--- src/rtl/fetch_unit_if.sv ---
// fetch_unit_if: instruction-memory request/response bus
//   req/addr : fetch request and word address, driven by the fetch unit
//   ready    : response valid for the current request, driven by memory
//   rdata    : instruction word, valid with ready
interface fetch_unit_if;
    logic        req;
    logic [31:0] addr;
    logic        ready;
    logic [31:0] rdata;
    modport master (output req, addr, input ready, rdata);
    modport slave  (input req, addr, output ready, rdata);
endinterface

--- src/rtl/fetch_unit.sv ---
// fetch_unit: instruction-fetch front end owning the PC and the IF/ID register
//   clk, rst         : clock, asynchronous active-high reset
//   imem             : instruction-memory bus (master side)
//   stall            : decode cannot accept, hold IF/ID
//   redirect, redirect_pc : taken branch, flush and refetch from target
//   if_valid, if_pc4, if_instr : IF/ID register contents
//   fetch_busy       : a request is on the bus (REQ or DRAIN)
module fetch_unit #(
    parameter logic [31:0] RESET_PC = 32'h0000_0000
) (
    input  logic        clk,
    input  logic        rst,
    fetch_unit_if.master imem,
    input  logic        stall,
    input  logic        redirect,
    input  logic [31:0] redirect_pc,
    output logic        if_valid,
    output logic [31:0] if_pc4,
    output logic [31:0] if_instr,
    output logic        fetch_busy
);
    typedef enum logic [1:0] {IDLE, REQ, DRAIN, FULL} state_t;
    state_t state, state_nx;
    logic [31:0] pc, tgt, pc4, rpc, skid_instr, skid_pc4;
    logic xfer, load, skid_load;
    assign pc4 = pc + 32'd4;
    assign rpc = redirect_pc & 32'hFFFF_FFFC;
    assign xfer = imem.req && imem.ready;
    // an empty IF/ID slot is always fillable, even under stall
    assign load = state == REQ && xfer && (!stall || !if_valid);
    assign skid_load = state == REQ && xfer && stall && if_valid;
    always_ff @(posedge clk or posedge rst) begin
        if (rst) state <= IDLE;
        else     state <= state_nx;
    end
    // a redirect with no completion must let the pending request finish first
    always_comb begin
        state_nx = state == IDLE  ? REQ :
                   state == REQ   ? (redirect ? (xfer ? REQ : DRAIN) : (skid_load ? FULL : REQ)) :
                   state == DRAIN ? (!redirect && xfer ? REQ : DRAIN) :
                                    (redirect || !stall ? REQ : FULL);
    end
    always_comb begin
        imem.req   = state == REQ || state == DRAIN;
        imem.addr  = pc & 32'hFFFF_FFFC;
        fetch_busy = state == REQ || state == DRAIN;
    end
    always_ff @(posedge clk or posedge rst) begin
        if (rst) begin
            pc         <= RESET_PC;
            tgt        <= '0;
            skid_instr <= '0;
            skid_pc4   <= '0;
            if_valid   <= 1'b0;
            if_pc4     <= '0;
            if_instr   <= '0;
        end else if (redirect) begin
            if_valid <= 1'b0;
            // keep the address stable while a request is still pending
            if (state == DRAIN || (state == REQ && !xfer)) tgt <= rpc;
            else                                           pc  <= rpc;
        end else begin
            if (load) begin
                if_valid <= 1'b1;
                if_instr <= imem.rdata;
                if_pc4   <= pc4;
            end else if (state == FULL && !stall) begin
                if_valid <= 1'b1;
                if_instr <= skid_instr;
                if_pc4   <= skid_pc4;
            end else if (!stall) begin
                if_valid <= 1'b0;
            end
            if (skid_load) begin
                skid_instr <= imem.rdata;
                skid_pc4   <= pc4;
            end
            if (state == REQ && xfer)   pc <= pc4;
            if (state == DRAIN && xfer) pc <= tgt;
        end
    end
endmodule

--- src/flat_wrapper.sv ---
// flat-port wrapper written by rule: the top's interface ports become plain ports
module fetch_unit_flat 
#(
    parameter logic [31:0] RESET_PC = 32'h0000_0000
)
  (clk, rst, stall, redirect, redirect_pc, if_valid, if_pc4, if_instr, fetch_busy, imem_req, imem_addr, imem_ready, imem_rdata);
  fetch_unit_if imem_i ();
  input  logic clk;
  input  logic rst;
  input  logic stall;
  input  logic redirect;
  input  logic [31:0] redirect_pc;
  output logic if_valid;
  output logic [31:0] if_pc4;
  output logic [31:0] if_instr;
  output logic fetch_busy;
  output wire logic [$bits(imem_i.req)-1:0] imem_req;
  output wire logic [$bits(imem_i.addr)-1:0] imem_addr;
  input wire logic [$bits(imem_i.ready)-1:0] imem_ready;
  input wire logic [$bits(imem_i.rdata)-1:0] imem_rdata;
  assign imem_req = imem_i.req;
  assign imem_addr = imem_i.addr;
  assign imem_i.ready = imem_ready;
  assign imem_i.rdata = imem_rdata;
  fetch_unit #(.RESET_PC(RESET_PC)) u_core (.clk(clk), .rst(rst), .imem(imem_i), .stall(stall), .redirect(redirect), .redirect_pc(redirect_pc), .if_valid(if_valid), .if_pc4(if_pc4), .if_instr(if_instr), .fetch_busy(fetch_busy));
endmodule
--- config.mk ---
export PLATFORM = sky130hd
export DESIGN_NAME = fetch_unit_flat
export DESIGN_NICKNAME = d
export VERILOG_FILES = /design/src/rtl/fetch_unit_if.sv /design/src/rtl/fetch_unit.sv /design/src/flat_wrapper.sv
export SDC_FILE = /design/constraint.sdc
export NUM_CORES = 1
export LEC_CHECK = 0
export ABC_CLOCK_PERIOD_IN_PS = 10100
export BUFFER_PORTS_ARGS = -buffer_cell sky130_fd_sc_hd__buf_4
export CORE_MARGIN = 2
export CORE_UTILIZATION = 45
export DETAILED_ROUTE_END_ITERATION = 10
export GPL_ROUTABILITY_DRIVEN = 0
export MAX_ROUTING_LAYER = met4
export PLACE_DENSITY = 0.73
export SYNTH_ARGS = -nofsm -noshare
export SYNTH_HDL_FRONTEND = slang
export SYNTH_SLANG_ARGS = --single-unit
export TNS_END_PERCENT = 5
--- constraint.sdc ---
create_clock -name clk -period 10.1 [get_ports clk]
set_input_delay 0 -clock clk [delete_from_list [all_inputs] [get_ports clk]]
set_output_delay 0 -clock clk [all_outputs]
set_load 0.02 [all_outputs]
==> results of run 1 <==
-- placed cells by master, fill, tap and decap left out, drive strengths merged, types with 3 or more instances in the layout --
cell type	n
a211oi	9
a21o	4
a21oi	34
a2bb2oi	3
a31oi	42
a41oi	3
and2	4
and3	16
and4	4
buf	171
bufinv	3
clkbuf	19
clkinv	3
clkinvlp	3
conb	4
dfrtp	187
dlygate4sd3	65
ha	5
inv	12
mux2	29
mux2i	11
nand2	272
nand2b	4
nand3	52
nand4	9
nor2	76
nor3	30
nor4	3
o211ai	12
o21ai	62
o22a	3
o22ai	5
o31ai	5
or3	8
xnor2	8
xor2	17
-- power by group through the flow --
stage / sequential [W] / clock [W] / combinational (W)
CTS: 0.00139 / 0.000708 / 0.00149
global placement: 0.00139 / 0 / 0.00144
detailed placement: 0.00141 / 0 / 0.00147
floorplan: 0.00154 / 0 / 0.000751
global route: 0.00145 / 0.000741 / 0.00164
finish: 0.00140 / 0.000695 / 0.00149
-- worst max-delay path by stage --
stage,from,endpoint,slack [ns],cells past startpoint
after floorplan,rst,u_core.if_instr[0],5.01,1
after global placement,redirect,u_core.state[1],6.77,7
after detailed placement,redirect,u_core.state[1],6.76,7
after CTS,u_core.state[0],u_core.pc[28],7.18,7
after global routing,u_core.state[0],u_core.pc[15],6.89,7
final,redirect,u_core.state[1],7.19,7
-- stage by stage --
step	total power [W]	worst slack, ns	area [µm²]	hold WS [ns]
final	0.00358	7.19	11700	0.146
after global routing	0.00383	6.89	11700	0.186
after CTS	0.00359	7.18	11700	0.118
after detailed placement	0.00287	6.76	10400	0.207
after global placement	0.00283	6.77	10400	0.203
after floorplan	0.00229	5.01	9050	0.105
-- state kept, by name, summed over array words and instances (netlist names) --
signal / flops
u_core.state: 2
u_core.pc: 30
u_core.tgt: 30
u_core.skid_pc4: 30
u_core.if_instr: 32
u_core.if_pc4: 30
u_core.if_valid: 1
u_core.skid_instr: 32
-- tightest hold or removal path, stage by stage --
cell and delay [ns]:
buf_4 0.30, nand2_1 0.14, a31oi_1 0.07
-- area by class of cell --
type,count,area [µm²]
clock buffers,19,443
clock inverters,12,164
fillers,1668,7930
inverters,9,41.3
multi-input cells,752,4070
flip-flops and latches,187,4680
well taps,265,332
repair buffers,236,1930
-- repair_timing --
item	CTS	global route
endpoints found under the hold margin	232	0
setup buffers	0	0
hold buffers	65	0
-- metal layers --
layer  GRT usage (%)  wire, µm  part of all wire (%)  up-vias
li1                -         -                     -     3876
met1            33.3     11300                    47     3725
met2            35.4     11100                    46      272
met3            4.39      1600                   6.6       27
met4            5.93       246                   1.0        0
met5               -         0                     0        -
-- cells by family (layout without fill, tap and decap cells) --
family	after synthesis	in the layout	synth area share (%)
AND/OR/NAND/NOR	484	484	23.2
AO/OA/AOI/OAI	194	194	13.2
flip-flops	187	187	51.7
buffers and inverters	86	276	3.87
multiplexers	40	40	4.83
XOR/XNOR	25	25	2.42
adder cells (fa/ha/maj)	5	5	0.692
other	1	4	0.0415
==> run summary, run 1 <==
all-layer global routing usage -> 23.6%
sw frac -> 40.7%
CP dominant cell by count -> buf_4
most common cell in the netlist -> nand2_1
crit path DAT -> 3.22 ns
worst reg2reg path startpoint -> u_core.state[0]
fmax -> 0.344 GHz
pwr/cell area -> 307 nW/µm²
Initial Util -> 46.2%
Worst Hold Depth -> 3
RSZ-0062 raised after global routing -> false
CTS tree -> done
Hold/Removal Path Class -> in -> reg
Mapped Cells -> 1,022
share of cells above drive strength 1 -> 19.9%
Inst Count DP -> 1,384
setup_tns -> 0 ns
Area Growth Syn to Fin -> 28.9%
Clk Latency, worst-skew pair -> 0.43 ns
Netlist cell types -> 55
commonest cells in the synthesized netlist -> nand2_1, dfrtp_1, nor2_1, clkbuf_1, o21ai_0
I/O Pins -> 168
post-DP HPWL -> 15.4 mm
Crit. End Element -> flip-flop
min Tclk post-route -> 2.91 ns
cell area after synthesis -> 9040 µm²
peak supply drop -> 0.151 mV
DRT antenna net count -> 0
crit-path cells -> buf_4, clkinv_1, nand3_1, or2_2, buf_4, a21o_1, a21oi_1
Fin. Hold Viols -> 0
Reg2Reg Setup Slack -> 7.21 ns
routed vias/inst -> 5.34
status -> finished clean
Chip Width -> 146 µm
initial drt markers -> 641
final setup fails -> 0
Min-Delay Startpoint -> redirect
sequential cell fraction of total power -> 39.0%
IO Port Bufs -> 161
slowest CP cell -> clkinv_1
Leak -> 5.36 nW
diodes inserted -> 0
Synth Register Bits -> 187
slowest cell delay on critical path -> 0.92 ns
Core Box Area -> 19,600 µm²
Hold EP -> u_core.pc[7]
post-layout util -> 59.5%
Switch Pwr -> 0.00146 W
Die ar. -> 21,200 µm²
area leader, netlist -> dfrtp_1
Max H-tree Level -> 4
Crit path buffers/inverters -> 3
Reg clk slew, reported paths -> 0.07 ns
Yosys top cell area share -> 51.7%
clk_skew -> 0.00865 ns
Comb pwr share -> 41.6%
largest net degree at the start of global routing -> 116
Int Pwr -> 0.00213 W
final worst path period share -> 28.8%
sequential-to-total area share from yosys stat -> 51.7%
Synthesis Warnings -> 0
Top FF cell, synth -> dfrtp_1
final std cells w/o fill -> 1,480
total CTS buffers -> 17
Mapped Avg Cell Area -> 8.85 µm²
vias in the first global route -> 7,453
drt wl/cell -> 16.4 µm
Tightest Pin Transition -> 1.17 ns
Data required, critical path -> 10.41 ns
Die Ht -> 146 µm
post-CTS sizing -> 0
Nets -> 1,277
CTS max path bufs -> 2
number of synthesized flops with an enable pin -> 0
Slew headroom -> 21.7%
crit-path max FO -> 63
Post-Route WL -> 24.2 mm
# rows -> 51
total congestion overflow -> 0
MaxCap Viol Count -> 0
first-pass GRT wire length -> 39.8 mm
DRC viols -> 0
CTS root buf -> clkbuf_16
Top delay family on crit path -> buffers and inverters
initial antenna violation count -> 0
Clk pwr share -> 19.4%
Area contributors post-synth -> dfrtp_1, nand2_1, mux2_2, o21ai_0, nor2_1
Vias -> 7,900
Worst setup SP type -> primary input
Critical R2R Capture -> u_core.pc[28]
Final Max Slew Viols -> 0
cells on worst reg2reg path -> 7
kind of critical path -> in -> reg
Post-synth ARST share -> 100%
drt first pass iters -> 7
clk sinks -> 187
(Power assumes the default switching activity.)
==> run 2, diff against run 1 <==
Settings changed: ABC_CLOCK_PERIOD_IN_PS 10100 to 2800.
Clock period 10.1 ns to 2.8 ns, I/O delays scaled along.
==> run 2 against run 1 <==
Via count rose by 2.1%. Wire length grew 0.62%. Final cell count grew 0.68%. Clock power grew to 3.2 times the previous value. Critical path depth down 1. Design area increased by 0.53%. Count of clock-buffer cells in the layout did not move. First-iteration DRC count fell by 5.1%. Critical endpoint is now u_core.pc[22].
==> run summary, run 2 (synthesized netlist as in run 1, its figures left out) <==
Largest regs -> u_core.if_instr (32), u_core.skid_instr (32)
Slew headroom -> 45.8%
Die ar. -> 21,200 µm²
Int Pwr -> 0.00744 W
all-layer global routing usage -> 24.0%
initial antenna violation count -> 0
Crit path buffers/inverters -> 0
leading cell type in the layout, fill and taps excluded -> nand2_1
initial drt markers -> 608
Crit. End Element -> flip-flop
Max H-tree Level -> 4
diodes inserted -> 0
Comb pwr share -> 42.9%
IO Port Bufs -> 161
drt first pass iters -> 5
post-CTS sizing -> 0
total CTS buffers -> 17
Data required, critical path -> 3.09 ns
slowest CP cell -> dfrtp_1
setup_tns -> 0 ns
cts hold-fix bufs -> 65
clk_skew -> 0.0163 ns
DRC viols -> 0
most frequent cells in the layout -> nand2_1, dfrtp_1, buf_4
DRT antenna net count -> 0
final std cells w/o fill -> 1,490
Hold/Removal Path Class -> in -> reg
kind of critical path -> reg -> reg
CTS root buf -> clkbuf_16
pre-CTS WS -> 0.430 ns
Clk pwr share -> 17.4%
MaxCap Viol Count -> 0
CTS tree -> done
Clk Latency, worst-skew pair -> 0.43 ns
drt wl/cell -> 16.3 µm
status -> finished clean
share of cells above drive strength 1 -> 20.6%
final setup fails -> 0
slowest cell delay on critical path -> 0.53 ns
Vias -> 8,067
RSZ-0062 raised after global routing -> false
Final Max Slew Viols -> 0
Post-CTS Setup Inserts -> 0
sequential cell fraction of total power -> 39.6%
first-pass GRT wire length -> 40.1 mm
Core Box Area -> 19,600 µm²
crit-path max FO -> 9
total congestion overflow -> 0
Initial Util -> 46.2%
CTS max path bufs -> 2
Top delay family on crit path -> simple AND/OR/NAND/NOR gates
crit-path cells -> ha_1, nand3_1, nor2_1, a41oi_1, nor3_1, o22ai_1
peak supply drop -> 0.548 mV
Area Growth Syn to Fin -> 29.6%
Worst setup SP type -> flip-flop
sw frac -> 41.4%
Nets -> 1,287
Chip Width -> 146 µm
vias in the first global route -> 7,763
final worst path period share -> 85.3%
Inst Count DP -> 1,394
# rows -> 51
Switch Pwr -> 0.00526 W
largest net degree at the start of global routing -> 111
pwr/cell area -> 1080 nW/µm²
crit path DAT -> 2.67 ns
Fin. Hold Viols -> 0
Post-Route WL -> 24.4 mm
post-DP HPWL -> 15.9 mm
Tightest Pin Transition -> 0.814 ns
routed vias/inst -> 5.41
I/O Pins -> 168
worst setup margin -> 0.412 ns
clk sinks -> 187
Reg clk slew, reported paths -> 0.07 ns
fmax -> 0.419 GHz
Leak -> 5.38 nW
min Tclk post-route -> 2.39 ns
Die Ht -> 146 µm
-- run 2: cell types whose count changed in the layout (fill, tap and decap cells not counted), sizes merged --
cell,previous run,this run
inv,12,10
bufinv,3,0
buf,171,181
clkinvlp,3,6
clkinv,3,5
-- run 2: path summary, 6_finish.rpt --
kind                                          start                  end  cells past startpoint  slack (ns)
worst max-delay path                   u_core.pc[2]        u_core.pc[22]                      6        0.41
worst min-delay path                       redirect      u_core.if_valid                      4        0.20
worst min register to register  u_core.skid_pc4[19]  u_core.skid_pc4[19]                      2        0.47
max in group asynchronous                       rst  u_core.skid_pc4[11]                      4        2.00
worst max register to register         u_core.pc[2]        u_core.pc[22]                      6        0.41
min in group asynchronous                       rst  u_core.if_instr[13]                      4        0.27
-- run 2: power groups by stage --
stage | sequential, W | clock, W | combinational [W]
6_report | 0.00504 | 0.00222 | 0.00545
5_1_grt | 0.00521 | 0.00239 | 0.00602
4_1_cts | 0.00501 | 0.00227 | 0.00547
3_5_place_dp | 0.00505 | 0 | 0.00538
3_3_place_gp | 0.00499 | 0 | 0.00527
2_1_floorplan | 0.00557 | 0 | 0.00271
-- run 2: stage by stage --
stage / instance area, µm² / hold WS, ns / utilization, % / total power, W
finish: 11700 / 0.201 / 59.8 / 0.0127
global route: 11700 / 0.225 / 59.8 / 0.0136
CTS: 11700 / 0.164 / 59.8 / 0.0128
detailed placement: 10500 / 0.198 / 53.8 / 0.0104
global placement: 10500 / 0.188 / 53.8 / 0.0103
floorplan: 9060 / 0.105 / - / 0.00828
-- run 2: final cells by class --
class                   count  area, µm²
clock buffers              19        443
clock inverters            12       91.3
fillers                  1677       7870
inverters                   9       37.5
multi-input cells         752       4070
flip-flops and latches    187       4680
well taps                 265        332
repair buffers            246       2070
-- run 2: routing by layer --
| metal | global-route usage, % | part of all wire, % |
|---|---|---|
| met5 | - | 0 |
| met4 | 6.13 | 1.4 |
| met3 | 4.80 | 7.1 |
| met2 | 36.5 | 46 |
| met1 | 33.2 | 46 |
-- run 2: worst min-delay path, cell delays in order --
cell	delay, ns
buf_4	0.12
clkinv_1	0.26
nand2_1	0.13
nand2_1	0.07
==> run 3, diff against run 2 <==
Settings changed: CAP_MARGIN set to 10, CORE_UTILIZATION 45 to 41, PLACE_DENSITY 0.73 to 0.68.
==> run 3 against run 2 <==
Critical path depth increased by 2. Non-clock buffer count increased by 9. Clock skew decreased by 0.0052 ns. Combinational power about the same. Worst hold slack improved by 0.10 ns. Count of clock-buffer cells in the layout decreased by 1.
==> run summary, run 3 (synthesized netlist as in run 1, its figures left out) <==
status -> finished clean
Tightest Pin Transition -> 0.924 ns
leading cell type in the layout, fill and taps excluded -> nand2_1
# rows -> 54
clk_skew -> 0.0110 ns
min Tclk post-route -> 2.42 ns
final worst path period share -> 86.5%
MaxCap Viol Count -> 0
Data required, critical path -> 3.11 ns
slowest CP cell -> a21oi_1
Initial Util -> 41.6%
first-pass GRT wire length -> 40.7 mm
drt wl/cell -> 16.4 µm
largest net degree at the start of global routing -> 81
total CTS buffers -> 17
Largest regs -> u_core.if_instr (32), u_core.skid_instr (32)
fmax -> 0.413 GHz
all-layer global routing usage -> 22.2%
CTS root buf -> clkbuf_16
total congestion overflow -> 0
Max H-tree Level -> 4
final setup fails -> 0
Area Growth Syn to Fin -> 31.1%
drt first pass iters -> 5
share of cells above drive strength 1 -> 21.2%
I/O Pins -> 168
setup_tns -> 0 ns
DP Area -> 10,600 µm²
crit-path cells -> inv_1, ha_1, nor2b_1, nor2_1, a21oi_1, buf_4, a32oi_1, o311ai_0
post-route cell area -> 11,900 µm²
initial drt markers -> 608
Post-Route WL -> 24.9 mm
Chip Width -> 153 µm
Filler cells -> 1,932
clk sinks -> 187
kind of critical path -> reg -> reg
crit-path max FO -> 14
Nets -> 1,296
Worst setup SP type -> flip-flop
RSZ-0062 raised after global routing -> false
Reg clk slew, reported paths -> 0.08 ns
CTS tree -> done
Vias -> 8,047
Final Max Slew Viols -> 0
Core Box Area -> 21,800 µm²
post-layout util -> 54.5%
pwr/cell area -> 1090 nW/µm²
peak supply drop -> 0.501 mV
Fin. Hold Viols -> 0
vias in the first global route -> 7,680
DRC viols -> 0
Crit. End Element -> flip-flop
DRT antenna net count -> 0
CTS max path bufs -> 2
Die ar. -> 23,300 µm²
post-CTS sizing -> 0
Post-CTS Setup Inserts -> 0
diodes inserted -> 0
IO Port Bufs -> 161
Slew headroom -> 38.2%
Clk Latency, worst-skew pair -> 0.43 ns
final std cells w/o fill -> 1,515
Inst Count DP -> 1,417
Hold/Removal Path Class -> in -> reg
Leak -> 5.46 nW
routed vias/inst -> 5.31
slowest cell delay on critical path -> 0.51 ns
most frequent cells in the layout -> nand2_1, dfrtp_1, buf_4
cts hold-fix bufs -> 66
crit path DAT -> 2.73 ns
initial antenna violation count -> 0
Die Ht -> 153 µm
post-DP HPWL -> 16.6 mm
==> run 3: final timing paths <==
check	from	to	slack, ns	cells after the start
setup / recovery	u_core.state[1]	u_core.pc[20]	0.38	8
hold / removal	imem_rdata[19]	u_core.skid_instr[19]	0.30	4
setup reg to reg	u_core.state[1]	u_core.pc[20]	0.38	8
hold reg to reg	u_core.skid_instr[1]	u_core.skid_instr[1]	0.47	2
max in group asynchronous	rst	u_core.skid_pc4[18]	1.69	4
min in group asynchronous	rst	u_core.if_instr[20]	0.33	3
==> run 3: layout make-up <==
| cell class | count | area [µm²] | share of cell area [%] |
|---|---|---|---|
| inverters | 9 | 37.5 | 0.317 |
| well taps | 280 | 350 | 2.96 |
| clock buffers | 18 | 439 | 3.70 |
| repair buffers | 255 | 2150 | 18.2 |
| multi-input cells | 752 | 4070 | 34.3 |
| clock inverters | 14 | 128 | 1.08 |
| flip-flops and latches | 187 | 4680 | 39.5 |
==> run 3: per-stage QoR <==
stage | hold slack [ns] | setup WS [ns] | total power, W
final | 0.305 | 0.378 | 0.0129
after global routing | 0.326 | 0.216 | 0.0138
after CTS | 0.294 | 0.401 | 0.0129
after detailed placement | 0.206 | 0.424 | 0.0105
after global placement | 0.201 | 0.498 | 0.0103
after floorplan | 0.105 | 0.394 | 0.00828
==> run 3: critical path, delay by kind of cell, from the launching register on <==
family / cells / cell delay (ns)
and+or+nand+nor: 2 / 0.53
adders and majority gates: 1 / 0.29
AOI/OAI and AO/OA: 3 / 0.69
buffers and inverters: 2 / 0.39
DFF: 1 / 0.40
==> run 3: per-layer routing <==
metal | wire length, µm | part of all wire (%) | global-route usage [%] | vias up
li1 | - | - | - | 3906
met1 | 11600 | 47 | 31.1 | 3827
met2 | 11300 | 46 | 33.4 | 278
met3 | 1500 | 6.0 | 4.18 | 36
met4 | 446 | 1.8 | 6.22 | 0
met5 | 0 | 0 | - | -
==> run 3: power breakdown <==
part / leakage, nW / switching [W] / internal [W]
combinational: 2.88 / 0.00315 / 0.00228
clock: 0.274 / 0.00116 / 0.00120
sequential: 2.30 / 0.00107 / 0.00400
total: 5.46 / 0.00538 / 0.00749
